--- config.mk ---
export PLATFORM = sky130hd
export DESIGN_NAME = fetch_stage_flat
export DESIGN_NICKNAME = d
export VERILOG_FILES = /design/src/rtl/fetch_stage_if.sv /design/src/rtl/fetch_stage.sv /design/src/flat_wrapper.sv
export SDC_FILE = /design/constraint.sdc
export NUM_CORES = 1
export LEC_CHECK = 0
export BUFFER_PORTS_ARGS = -buffer_cell sky130_fd_sc_hd__buf_4
export CAP_MARGIN = 20
export CELL_PAD_IN_SITES_DETAIL_PLACEMENT = 0
export CELL_PAD_IN_SITES_GLOBAL_PLACEMENT = 1
export CORE_AREA = 5 5 115 117
export CTS_BUF_LIST = sky130_fd_sc_hd__clkbuf_4 sky130_fd_sc_hd__clkbuf_8
export CTS_CLUSTER_DIAMETER = 30
export DETAILED_ROUTE_END_ITERATION = 16
export DIE_AREA = 0 0 120 122
export GPL_ROUTABILITY_DRIVEN = 0
export PLACE_DENSITY = 0.85
export SLEW_MARGIN = 5
export SYNTH_ARGS = -nofsm -noshare
export SYNTH_HDL_FRONTEND = slang
export SYNTH_SLANG_ARGS = --single-unit
export TNS_END_PERCENT = 30
--- constraint.sdc ---
create_clock -name clock -period 8.2 [get_ports clock]
set_clock_uncertainty 0.15 [all_clocks]
set_input_delay 0.82 -clock clock [delete_from_list [all_inputs] [get_ports clock]]
set_output_delay 0.82 -clock clock [all_outputs]
set_load 0.05 [all_outputs]
--- src/rtl/fetch_stage_if.sv ---
// Fetch-stage bus: instruction memory address/data, hazard and redirect inputs, IF/ID outputs.
// Purely combinational wiring, no latency of its own.
// No flow control on this bus; stall is the only hold mechanism.
//
// Signals:
//   instr_in      : word returned by instruction memory for pc
//   stall         : hold pc and IF/ID
//   branch_taken  : redirect request from execute
//   branch_target : redirect byte address
//   pc            : current fetch address
//   if_id_pc      : PC of registered instruction
//   if_id_instr   : registered instruction
//   if_id_valid   : IF/ID holds a real instruction
//   target_err    : sticky bad-branch-target flag
interface fetch_stage_if;
  logic [31:0] instr_in;
  logic        stall;
  logic        branch_taken;
  logic [31:0] branch_target;
  logic [31:0] pc;
  logic [31:0] if_id_pc;
  logic [31:0] if_id_instr;
  logic        if_id_valid;
  logic        target_err;

  // Fetch stage side
  modport master (
    input  instr_in, stall, branch_taken, branch_target,
    output pc, if_id_pc, if_id_instr, if_id_valid, target_err
  );

  // Memory / pipeline side
  modport slave (
    output instr_in, stall, branch_taken, branch_target,
    input  pc, if_id_pc, if_id_instr, if_id_valid, target_err
  );
endinterface

--- src/rtl/fetch_stage.sv ---
// Instruction fetch: owns the PC and registers {pc, instr_in} into IF/ID.
// Latency: word addressed by pc appears on if_id_instr one edge later; a branch costs one bubble.
// Backpressure: stall holds pc and IF/ID; branch_taken overrides stall.
//
// Ports:
//   clock : rising-edge clock
//   reset : synchronous, active-low
//   bus   : fetch_stage_if.master (see interface for signal list)
//
// Optional macro FETCH_HALT_ON_ZERO_EN: a fetched all-zero word is not issued and the
// stage parks in HALT until a branch or reset.
module fetch_stage #(
  parameter logic [31:0] RESET_PC   = 32'h0000_0000,
  parameter int          IMEM_WORDS = 32
) (
  input  logic          clock,
  input  logic          reset,
  fetch_stage_if.master bus
);

  localparam logic [31:0] IMEM_BYTES = 32'(IMEM_WORDS * 4);

  localparam logic [1:0] ST_BOOT = 2'd0;
  localparam logic [1:0] ST_RUN  = 2'd1;
`ifdef FETCH_HALT_ON_ZERO_EN
  localparam logic [1:0] ST_HALT = 2'd2;
`endif

  logic [1:0]  state_q, state_d;
  logic [31:0] pc_q, pc_d;
  logic [31:0] if_id_pc_q, if_id_pc_d;
  logic [31:0] if_id_instr_q, if_id_instr_d;
  logic        if_id_valid_q, if_id_valid_d;
  logic        target_err_q, target_err_d;

  logic [31:0] tgt_aligned;
  logic        tgt_misaligned;
  logic        tgt_out_of_range;
  logic [31:0] redirect_pc;
  logic [31:0] pc_inc;

  // Out-of-range takes precedence over misalignment: the aligned address is checked first.
  assign tgt_aligned      = {bus.branch_target[31:2], 2'b00};
  assign tgt_misaligned   = (bus.branch_target[1:0] != 2'b00);
  assign tgt_out_of_range = (tgt_aligned >= IMEM_BYTES);
  assign redirect_pc      = tgt_out_of_range ? RESET_PC : tgt_aligned;

  // Wrap at the end of instruction memory so pc never leaves its address space.
  assign pc_inc = ((pc_q + 32'd4) == IMEM_BYTES) ? 32'd0 : (pc_q + 32'd4);

  always_comb begin
    state_d       = state_q;
    pc_d          = pc_q;
    if_id_pc_d    = if_id_pc_q;
    if_id_instr_d = if_id_instr_q;
    if_id_valid_d = if_id_valid_q;
    target_err_d  = target_err_q;

    case (state_q)
      // One idle cycle so memory can present the word at RESET_PC.
      ST_BOOT: begin
        if_id_valid_d = 1'b0;
        state_d       = ST_RUN;
      end
      ST_RUN: begin
        if (bus.branch_taken) begin
          pc_d          = redirect_pc;
          if_id_pc_d    = 32'd0;
          if_id_instr_d = 32'd0;
          if_id_valid_d = 1'b0;
          target_err_d  = target_err_q | tgt_misaligned | tgt_out_of_range;
        end else if (!bus.stall) begin
          if_id_pc_d    = pc_q;
          if_id_instr_d = bus.instr_in;
          if_id_valid_d = 1'b1;
          pc_d          = pc_inc;
`ifdef FETCH_HALT_ON_ZERO_EN
          // Zero word: capture it but do not issue, and park.
          if (bus.instr_in == 32'd0) begin
            if_id_valid_d = 1'b0;
            pc_d          = pc_q;
            state_d       = ST_HALT;
          end
`endif
        end
      end
`ifdef FETCH_HALT_ON_ZERO_EN
      ST_HALT: begin
        if (bus.branch_taken) begin
          pc_d          = redirect_pc;
          if_id_pc_d    = 32'd0;
          if_id_instr_d = 32'd0;
          if_id_valid_d = 1'b0;
          target_err_d  = target_err_q | tgt_misaligned | tgt_out_of_range;
          state_d       = ST_RUN;
        end
      end
`endif
      default: begin
        state_d       = ST_BOOT;
        pc_d          = RESET_PC;
        if_id_valid_d = 1'b0;
      end
    endcase
  end

  always_ff @(posedge clock) begin
    if (!reset) begin
      state_q       <= ST_BOOT;
      pc_q          <= RESET_PC;
      if_id_pc_q    <= 32'd0;
      if_id_instr_q <= 32'd0;
      if_id_valid_q <= 1'b0;
      target_err_q  <= 1'b0;
    end else begin
      state_q       <= state_d;
      pc_q          <= pc_d;
      if_id_pc_q    <= if_id_pc_d;
      if_id_instr_q <= if_id_instr_d;
      if_id_valid_q <= if_id_valid_d;
      target_err_q  <= target_err_d;
    end
  end

  assign bus.pc          = pc_q;
  assign bus.if_id_pc    = if_id_pc_q;
  assign bus.if_id_instr = if_id_instr_q;
  assign bus.if_id_valid = if_id_valid_q;
  assign bus.target_err  = target_err_q;

endmodule

--- src/flat_wrapper.sv ---
// flat-port wrapper written by rule: the top's interface ports become plain ports
module fetch_stage_flat 
#(
  parameter logic [31:0] RESET_PC   = 32'h0000_0000,
  parameter int          IMEM_WORDS = 32
)
  (clock, reset, bus_instr_in, bus_stall, bus_branch_taken, bus_branch_target, bus_pc, bus_if_id_pc, bus_if_id_instr, bus_if_id_valid, bus_target_err);
  fetch_stage_if bus_i ();
  input  logic clock;
  input  logic reset;
  input wire logic [$bits(bus_i.instr_in)-1:0] bus_instr_in;
  input wire logic [$bits(bus_i.stall)-1:0] bus_stall;
  input wire logic [$bits(bus_i.branch_taken)-1:0] bus_branch_taken;
  input wire logic [$bits(bus_i.branch_target)-1:0] bus_branch_target;
  output wire logic [$bits(bus_i.pc)-1:0] bus_pc;
  output wire logic [$bits(bus_i.if_id_pc)-1:0] bus_if_id_pc;
  output wire logic [$bits(bus_i.if_id_instr)-1:0] bus_if_id_instr;
  output wire logic [$bits(bus_i.if_id_valid)-1:0] bus_if_id_valid;
  output wire logic [$bits(bus_i.target_err)-1:0] bus_target_err;
  assign bus_i.instr_in = bus_instr_in;
  assign bus_i.stall = bus_stall;
  assign bus_i.branch_taken = bus_branch_taken;
  assign bus_i.branch_target = bus_branch_target;
  assign bus_pc = bus_i.pc;
  assign bus_if_id_pc = bus_i.if_id_pc;
  assign bus_if_id_instr = bus_i.if_id_instr;
  assign bus_if_id_valid = bus_i.if_id_valid;
  assign bus_target_err = bus_i.target_err;
  fetch_stage #(.RESET_PC(RESET_PC), .IMEM_WORDS(IMEM_WORDS)) u_core (.clock(clock), .reset(reset), .bus(bus_i));
endmodule
# Word level (Yosys, flattened, before mapping)
# Cells that the tools add are included.
# classes
addsub,1
n_lt_le_gt_ge,1
n_eq_ne,4
muxes,10
bitwise,5
n_reduce_logical,6
# ops
op,n
2-to-1 mux 32 bit,8
case mux 32 bit (2 select lines),1
"adder 32 x 3 -> 32 bit, second input constant",1
"equality test 32 x 8 -> 1 bit, second input constant",1
">= comparator 32 x 8 -> 1 bit, second input constant",1
AND reduction 2 bit,3
case mux 2 bit (2 select lines),1
"inequality test 3 bit, second input constant",1
inverter 1 bit,3
OR reduction 3 bit,1
"equality test 2 x 1 -> 1 bit, second input constant",1
logical NOT 2 bit,1
"inequality test 2 x 1 -> 1 bit, second input constant",1
OR 1 bit,2
nonzero test 2 bit,1
# word_totals
ff_bits,100
input_bits,68
out_inout_bits,98
wordCells,33

# Logic depth before layout (Yosys ltp)
# Gate-level depths: netlist of the first run.
# depth
depth_word,6
mapped_depth,10
mapped_depth_nobuf,9

# Least setup slack after synthesis of the first run
# Ideal clock, no wire load.
# synth_timing
kind,register -> register
startpoint,"register u_core.pc_q[3], in the netlist u_core.bus.pc[3]"
endpoint,"register u_core.pc_q[3], in the netlist u_core.bus.pc[3]"
setup_ps,115
arrival_time_ps,2734
t_required_ps,7935
path_slack_ps,5201
stages_incl_launch_ff,10
path_buffers,0
synth_period_minus_slack_ps,2999
path_cell_list,dfxtp_1 ha_1 and4_1 nand4_1 or2_0 a222oi_1 nand3_2 nor4_2 o31ai_1 and2_1
# synth_via
elab_chain_len,6
# synth_lines
element,line_no,rtl
start: declaration,fetch_stage.sv:30,"logic [31:0] pc_q, pc_d;"
start signal: assignment,fetch_stage.sv:117,pc_q <= pc_d;
adder 32 x 3 -> 32 bit (*),fetch_stage.sv:49,assign pc_inc = ((pc_q + 32'd4) == IMEM_BYTES) ? 32'd0 : (pc_q + 32'd4);
equality test 32 x 8 -> 1 bit,fetch_stage.sv:49,
2-to-1 mux 32 bit (*),fetch_stage.sv:49,
2-to-1 mux 32 bit (*),fetch_stage.sv:72,end else if (!bus.stall) begin
2-to-1 mux 32 bit (*),fetch_stage.sv:66,if (bus.branch_taken) begin
case mux 32 bit (2 select lines) (*),fetch_stage.sv:59,case (state_q)
# Every way passes the cells marked *; elsewhere a longest branch is shown, timed or not. The select of a mux whose other input is x is not followed.
# A chain may end at the register's enable or synchronous reset.

# Worst setup path after layout of the first run
# layout_timing
startpoint,"register u_core.pc_q[2], in the netlist u_core.bus.pc[2]"
endpoint,"register u_core.pc_q[3], in the netlist u_core.bus.pc[3]"
# Same word-level chain as after synthesis.

==> results.sh, run 1 <==
export IMPL_slew_headroom_pct=42.6
export IMPL_drt_wl_total_mm=14.4
export IMPL_synth_main_ff_cell="dfxtp_1"
export IMPL_yosys_area_top_type_share_pct=41.1
export IMPL_tns_ns=0
export IMPL_synth_warnings=0
export IMPL_setup_viol=0
export IMPL_h_tree_depth=3
export IMPL_cts_tree="yes"
export IMPL_synthCells=546
export IMPL_seq_area_frac_synth_pct=41.1
export IMPL_syn_to_final_growth_pct=29.3
export IMPL_dr_pass1_iters=5
export IMPL_numCtsBuffers=9
export IMPL_met2_usage_pct=31.8
export IMPL_worst_slack_ns=5.13
export IMPL_ir_worst_vdd_mv=0.0813
export IMPL_hold_viol=0
export IMPL_yosysMostFrequentCell="dfxtp_1"
export IMPL_fmax_ghz=0.326
export IMPL_start_util_pct=38.1
export IMPL_top_usage_layer="met2"
export IMPL_holdPathStages=1
export IMPL_grt_util_met1_pct=24.8
export IMPL_via_per_inst=5.50
export IMPL_crit_chain="ha_1 > and4_1 > nand4_1 > o21a_1 > a2111oi_2 > o211ai_1 > nor4_2 > o31ai_1 > and2_1"
export IMPL_crit_path_top_delay_cell="dfxtp_1"
export IMPL_synthArstFlopShare_pct=0
export IMPL_drc=0
export IMPL_n_fill_cell=1198
export IMPL_grt_max_degree=99
export IMPL_crit_cells=9
export IMPL_track_usage_pct=19.4
export IMPL_dieArea_sq_mm=0.0146
export IMPL_cp_max_fo=10
export IMPL_hold_buffers=0
export IMPL_dpl_hpwl_mm=9.93
export IMPL_overflow=0
export IMPL_drv_cap=0
export IMPL_path_clk_slew_ns=0.09
export IMPL_max_stage_delay_ns=0.51
export IMPL_critPathArrivalTime_ns=3.20
export IMPL_place_ws_ns=5.14
export IMPL_critPathKind="reg2reg"
export IMPL_clk_latency_ns=0.38
export IMPL_cts_root_buffer="clkbuf_8"
export IMPL_grt_pass1_wl_mm=23.0
export IMPL_n_antenna_cell=0
export IMPL_portBuffers=163
export IMPL_synthTopCellsByArea="dfxtp_1 (41%), a22oi_1 (10%), nor2b_1 (9.9%)"
export IMPL_cp_start_kind="flip-flop"
export IMPL_synth_seq_cells=96
export IMPL_post_cts_buffers=0
export IMPL_slew_viol_final=0
export IMPL_drtAntennaViolNets=0
export IMPL_drt_initial_drc_count=316
export IMPL_required_ns=8.33
export IMPL_end_kind="flip-flop"
export IMPL_synthDistinctLibCells=58
export IMPL_fin_crit_sh_pct=37.4
export IMPL_regArea_sq_mm=0.00192
export IMPL_ios=166
export IMPL_die_height_microns=122
export IMPL_netlist_area_sq_mm=0.00467
export IMPL_cellPowerDensity_mw_per_mm2=152
export IMPL_met3_usage_pct=4.92
export IMPL_multi_input_area_sq_mm=0.00246
export IMPL_rsz0062_at_grt="false"
export IMPL_synth_common_cells="dfxtp_1 (96), nor2b_1 (74), a22oi_1 (63)"
export IMPL_nets=741
export IMPL_wire_per_inst_microns=17.4
export IMPL_fin_crit_ns=3.07
export IMPL_cts_resized=0
export IMPL_num_rows=41
export IMPL_synth_edf_count=0
export IMPL_avgSynthCellArea_sq_um=8.55
export IMPL_cpLargestDelayFamily="simple AND/OR/NAND/NOR gates"
export IMPL_core_area_sq_mm=0.0123
export IMPL_cts_path_max_buffers=2
export IMPL_tightest_slew_ns=0.859
export IMPL_p_leak_nw=2.33
export IMPL_cts_sinks=96
export IMPL_hold_path_class="reg2reg"
export IMPL_final_layout_size_suffix_gt1_share_pct=28.8
export IMPL_synth_top_area_cell="dfxtp_1"
export IMPL_grt_pass1_vias=4456
export IMPL_die_width_microns=120
export IMPL_antenna_found_initial=0
export IMPL_reg2reg_depth=9
export IMPL_vias=4549
export IMPL_cp_num_buf_inv=0
export IMPL_outcome="completed"
-- flip-flops by register name, summed over array words and instances, names as in the netlist --
register                flops
u_core.bus.if_id_pc        31
u_core.state_q              1
u_core.bus.if_id_instr     32
u_core.bus.pc              30
u_core.bus.if_id_valid      1
u_core.bus.target_err       1
-- cells in the final DEF (no fill, tap or decap), types with 7 or more instances in the layout --
cell type,n
buf_4,166
dfxtp_1,96
nor2b_1,74
a22oi_1,63
nand2_1,34
nor2_1,31
o21ai_0,29
a21oi_1,22
nand3_1,18
nor3_1,17
nand4_1,12
clkbuf_8,11
nor4_1,10
xnor2_1,7
-- cell type report --
| type | instances | area share (%) |
|---|---|---|
| clock inverters | 5 | 0.912 |
| inverters | 3 | 0.187 |
| clock buffers | 11 | 2.51 |
| multi-input cells | 396 | 40.8 |
| well taps | 150 | 3.11 |
| repair buffers | 166 | 20.6 |
| flip-flops and latches | 96 | 31.8 |
-- metrics by stage --
step / instances / instance area (sq um) / utilization (%) / power, mW / hold slack [ns]
finish: 827 / 6040 / 49.2 / 0.918 / 0.326
global placement: 811 / 5830 / 47.6 / 0.599 / 0.305
global route: 827 / 6040 / 49.2 / 0.952 / 0.369
detailed placement: 811 / 5830 / 47.6 / 0.601 / 0.310
floorplan: 547 / 4670 / - / 0.555 / 0.442
CTS: 827 / 6040 / 49.2 / 0.926 / 0.331
-- where the power goes --
| group | internal, mW | leakage [nW] | switching [mW] |
|---|---|---|---|
| sequential | 0.473 | 0.776 | 0.00689 |
| clock | 0.157 | 0.101 | 0.172 |
| combinational | 0.0447 | 1.45 | 0.0655 |
-- final timing paths --
path	slack (ns)	endpoint	startpoint
hold reg to reg	0.33	u_core.bus.target_err	u_core.bus.target_err
hold / removal	0.33	u_core.bus.target_err	u_core.bus.target_err
setup reg to reg	5.13	u_core.bus.pc[3]	u_core.bus.pc[2]
setup / recovery	5.13	u_core.bus.pc[3]	u_core.bus.pc[2]
-- layer usage --
metal,vias to the layer above,routed length [microns]
met4,0,201
met1,2182,6110
met2,145,7040
li1,2207,-
met5,-,0
met3,15,1020
-- cell families after synthesis --
kind of cell               share of synthesized area (%)
buffers and inverters                               6.59
other                                             0.0803
adders and majority gates                          0.268
and+or+nand+nor                                     28.8
AOI/OAI and AO/OA                                   21.1
xor gates and xnor gates                            2.06
DFF                                                 41.1
Power figures use the tool's default switching activity.
==> inputs of run 2 (changes only) <==
--- a/config.mk
+++ b/config.mk
@@ -9,13 +9,13 @@
 export CAP_MARGIN = 20
 export CELL_PAD_IN_SITES_DETAIL_PLACEMENT = 0
 export CELL_PAD_IN_SITES_GLOBAL_PLACEMENT = 1
-export CORE_AREA = 5 5 115 117
+export CORE_AREA = 5 5 119 121
 export CTS_BUF_LIST = sky130_fd_sc_hd__clkbuf_4 sky130_fd_sc_hd__clkbuf_8
 export CTS_CLUSTER_DIAMETER = 30
 export DETAILED_ROUTE_END_ITERATION = 16
-export DIE_AREA = 0 0 120 122
+export DIE_AREA = 0 0 124 126
 export GPL_ROUTABILITY_DRIVEN = 0
-export PLACE_DENSITY = 0.85
+export PLACE_DENSITY = 0.8
 export SLEW_MARGIN = 5
 export SYNTH_ARGS = -nofsm -noshare
 export SYNTH_HDL_FRONTEND = slang
==> constraint.sdc (replaced) <==
create_clock -name clock -period 3.1 [get_ports clock]
set_clock_uncertainty 0.15 [all_clocks]
set_input_delay 0.31 -clock clock [delete_from_list [all_inputs] [get_ports clock]]
set_output_delay 0.31 -clock clock [all_outputs]
set_load 0.05 [all_outputs]
==> results.sh, run 2 (synthesis results as in run 1) <==
export IMPL_antenna_found_initial=0
export IMPL_cp_num_buf_inv=0
export IMPL_required_ns=3.22
export IMPL_cp_max_fo=12
export IMPL_h_tree_depth=3
export IMPL_critPathKind="reg2reg"
export IMPL_drtAntennaViolNets=0
export IMPL_crit_chain="nand2_1 > or3_1 > o21a_1 > a2111oi_2 > o211ai_1 > nor4_2 > o31ai_1 > and2_1"
export IMPL_final_common_cell="buf_4"
export IMPL_overflow=0
export IMPL_cts_tree="yes"
export IMPL_wire_per_inst_microns=17.6
export IMPL_hold_viol=0
export IMPL_met2_usage_pct=29.6
export IMPL_place_ws_ns=0.299
export IMPL_cts_sinks=96
export IMPL_cts_root_buffer="clkbuf_8"
export IMPL_drc=0
export IMPL_path_clk_slew_ns=0.09
export IMPL_die_width_microns=124
export IMPL_nets=755
export IMPL_p_leak_nw=2.38
export IMPL_hold_path_class="in2reg"
export IMPL_clk_latency_ns=0.38
export IMPL_final_layout_size_suffix_gt1_share_pct=30.0
export IMPL_numCtsBuffers=9
export IMPL_fin_crit_sh_pct=91.9
export IMPL_post_cts_buffers=0
export IMPL_finalPower_mw=2.33
export IMPL_worst_slack_ns=0.251
export IMPL_drt_initial_drc_count=340
export IMPL_cp_start_kind="flip-flop"
export IMPL_die_height_microns=126
export IMPL_slew_viol_final=0
export IMPL_rsz0062_at_grt="false"
export IMPL_max_stage_delay_ns=0.60
export IMPL_critPathArrivalTime_ns=2.97
export IMPL_hold_ws_ns=0.0256
export IMPL_syn_to_final_growth_pct=31.7
export IMPL_grt_util_met1_pct=26.6
export IMPL_cpLargestDelayFamily="simple AND/OR/NAND/NOR gates"
export IMPL_start_util_pct=36.0
export IMPL_tns_ns=0
export IMPL_ios=166
export IMPL_setup_viol=0
export IMPL_cellPowerDensity_mw_per_mm2=379
export IMPL_vias=4568
export IMPL_met3_usage_pct=5.02
export IMPL_drv_cap=0
export IMPL_top_usage_layer="met2"
export IMPL_dpl_hpwl_mm=10.8
export IMPL_ir_worst_vdd_mv=0.224
export IMPL_outcome="completed"
export IMPL_portBuffers=163
export IMPL_track_usage_pct=19.4
export IMPL_final_cell_mix="buf_4 (178), dfxtp_1 (96), nor2b_1 (74)"
export IMPL_grt_pass1_vias=4560
export IMPL_num_rows=42
export IMPL_cts_resized=0
export IMPL_largest_register_ffs=32
export IMPL_grt_pass1_wl_mm=24.2
export IMPL_dr_pass1_iters=5
export IMPL_grt_max_degree=64
export IMPL_n_antenna_cell=0
export IMPL_fmax_ghz=0.351
export IMPL_drt_wl_total_mm=15.2
export IMPL_hold_buffers=1
export IMPL_crit_path_top_delay_cell="dfxtp_1"
export IMPL_cts_path_max_buffers=2
export IMPL_end_kind="flip-flop"
export IMPL_fin_crit_ns=2.85
export IMPL_core_area_sq_mm=0.0130
export IMPL_via_per_inst=5.27
export IMPL_final_util_pct=47.4
export IMPL_dieArea_sq_mm=0.0156
-- run 2: cell types whose count changed in the layout (fill, tap and decap cells not counted), sizes merged --
| cell | before | now |
|---|---|---|
| clkinvlp | 2 | 3 |
| buf | 166 | 179 |
| clkbuf | 11 | 9 |
| dlygate4sd3 | 0 | 1 |
| inv | 3 | 4 |
| bufinv | 1 | 0 |
-- run 2: area by class of cell --
| type | instances | area (sq um) |
|---|---|---|
| multi-input cells | 396 | 2460 |
| inverters | 3 | 11.3 |
| clock inverters | 6 | 45.0 |
| fillers | 1277 | 6830 |
| clock buffers | 9 | 124 |
| flip-flops and latches | 96 | 1920 |
| well taps | 176 | 220 |
| repair buffers | 180 | 1370 |
-- run 2: where the power goes --
part           internal (mW)  switching (mW)
registers               1.25          0.0146
clock network          0.290           0.464
logic                  0.128           0.184
total                   1.67           0.662
-- run 2: worst register-to-register path, stage by stage (launching register included) --
cell       delay (ns)
dfxtp_1          0.60
nand2_1          0.22
or3_1            0.43
o21a_1           0.21
a2111oi_2        0.27
o211ai_1         0.16
nor4_2           0.42
o31ai_1          0.12
and2_1           0.16
-- run 2: worst paths after layout --
check | from | end | slack [ns] | cells past startpoint
max | u_core.bus.pc[19] | u_core.bus.pc[3] | 0.25 | 8
min | bus_branch_target[4] | u_core.bus.pc[4] | 0.03 | 3
max reg2reg | u_core.bus.pc[19] | u_core.bus.pc[3] | 0.25 | 8
min reg2reg | u_core.bus.target_err | u_core.bus.target_err | 0.33 | 1
-- run 2: metal layers --
metal,vias up,routed length [microns]
met2,133,7060
met1,2173,6770
met5,-,0
met4,0,254
li1,2235,-
met3,27,1130
-- run 2: metrics by stage --
stage               area [sq um]  instances
floorplan                   4670        547
global placement            5970        850
detailed placement          5970        850
CTS                         6150        866
global route                6150        866
finish                      6150        866
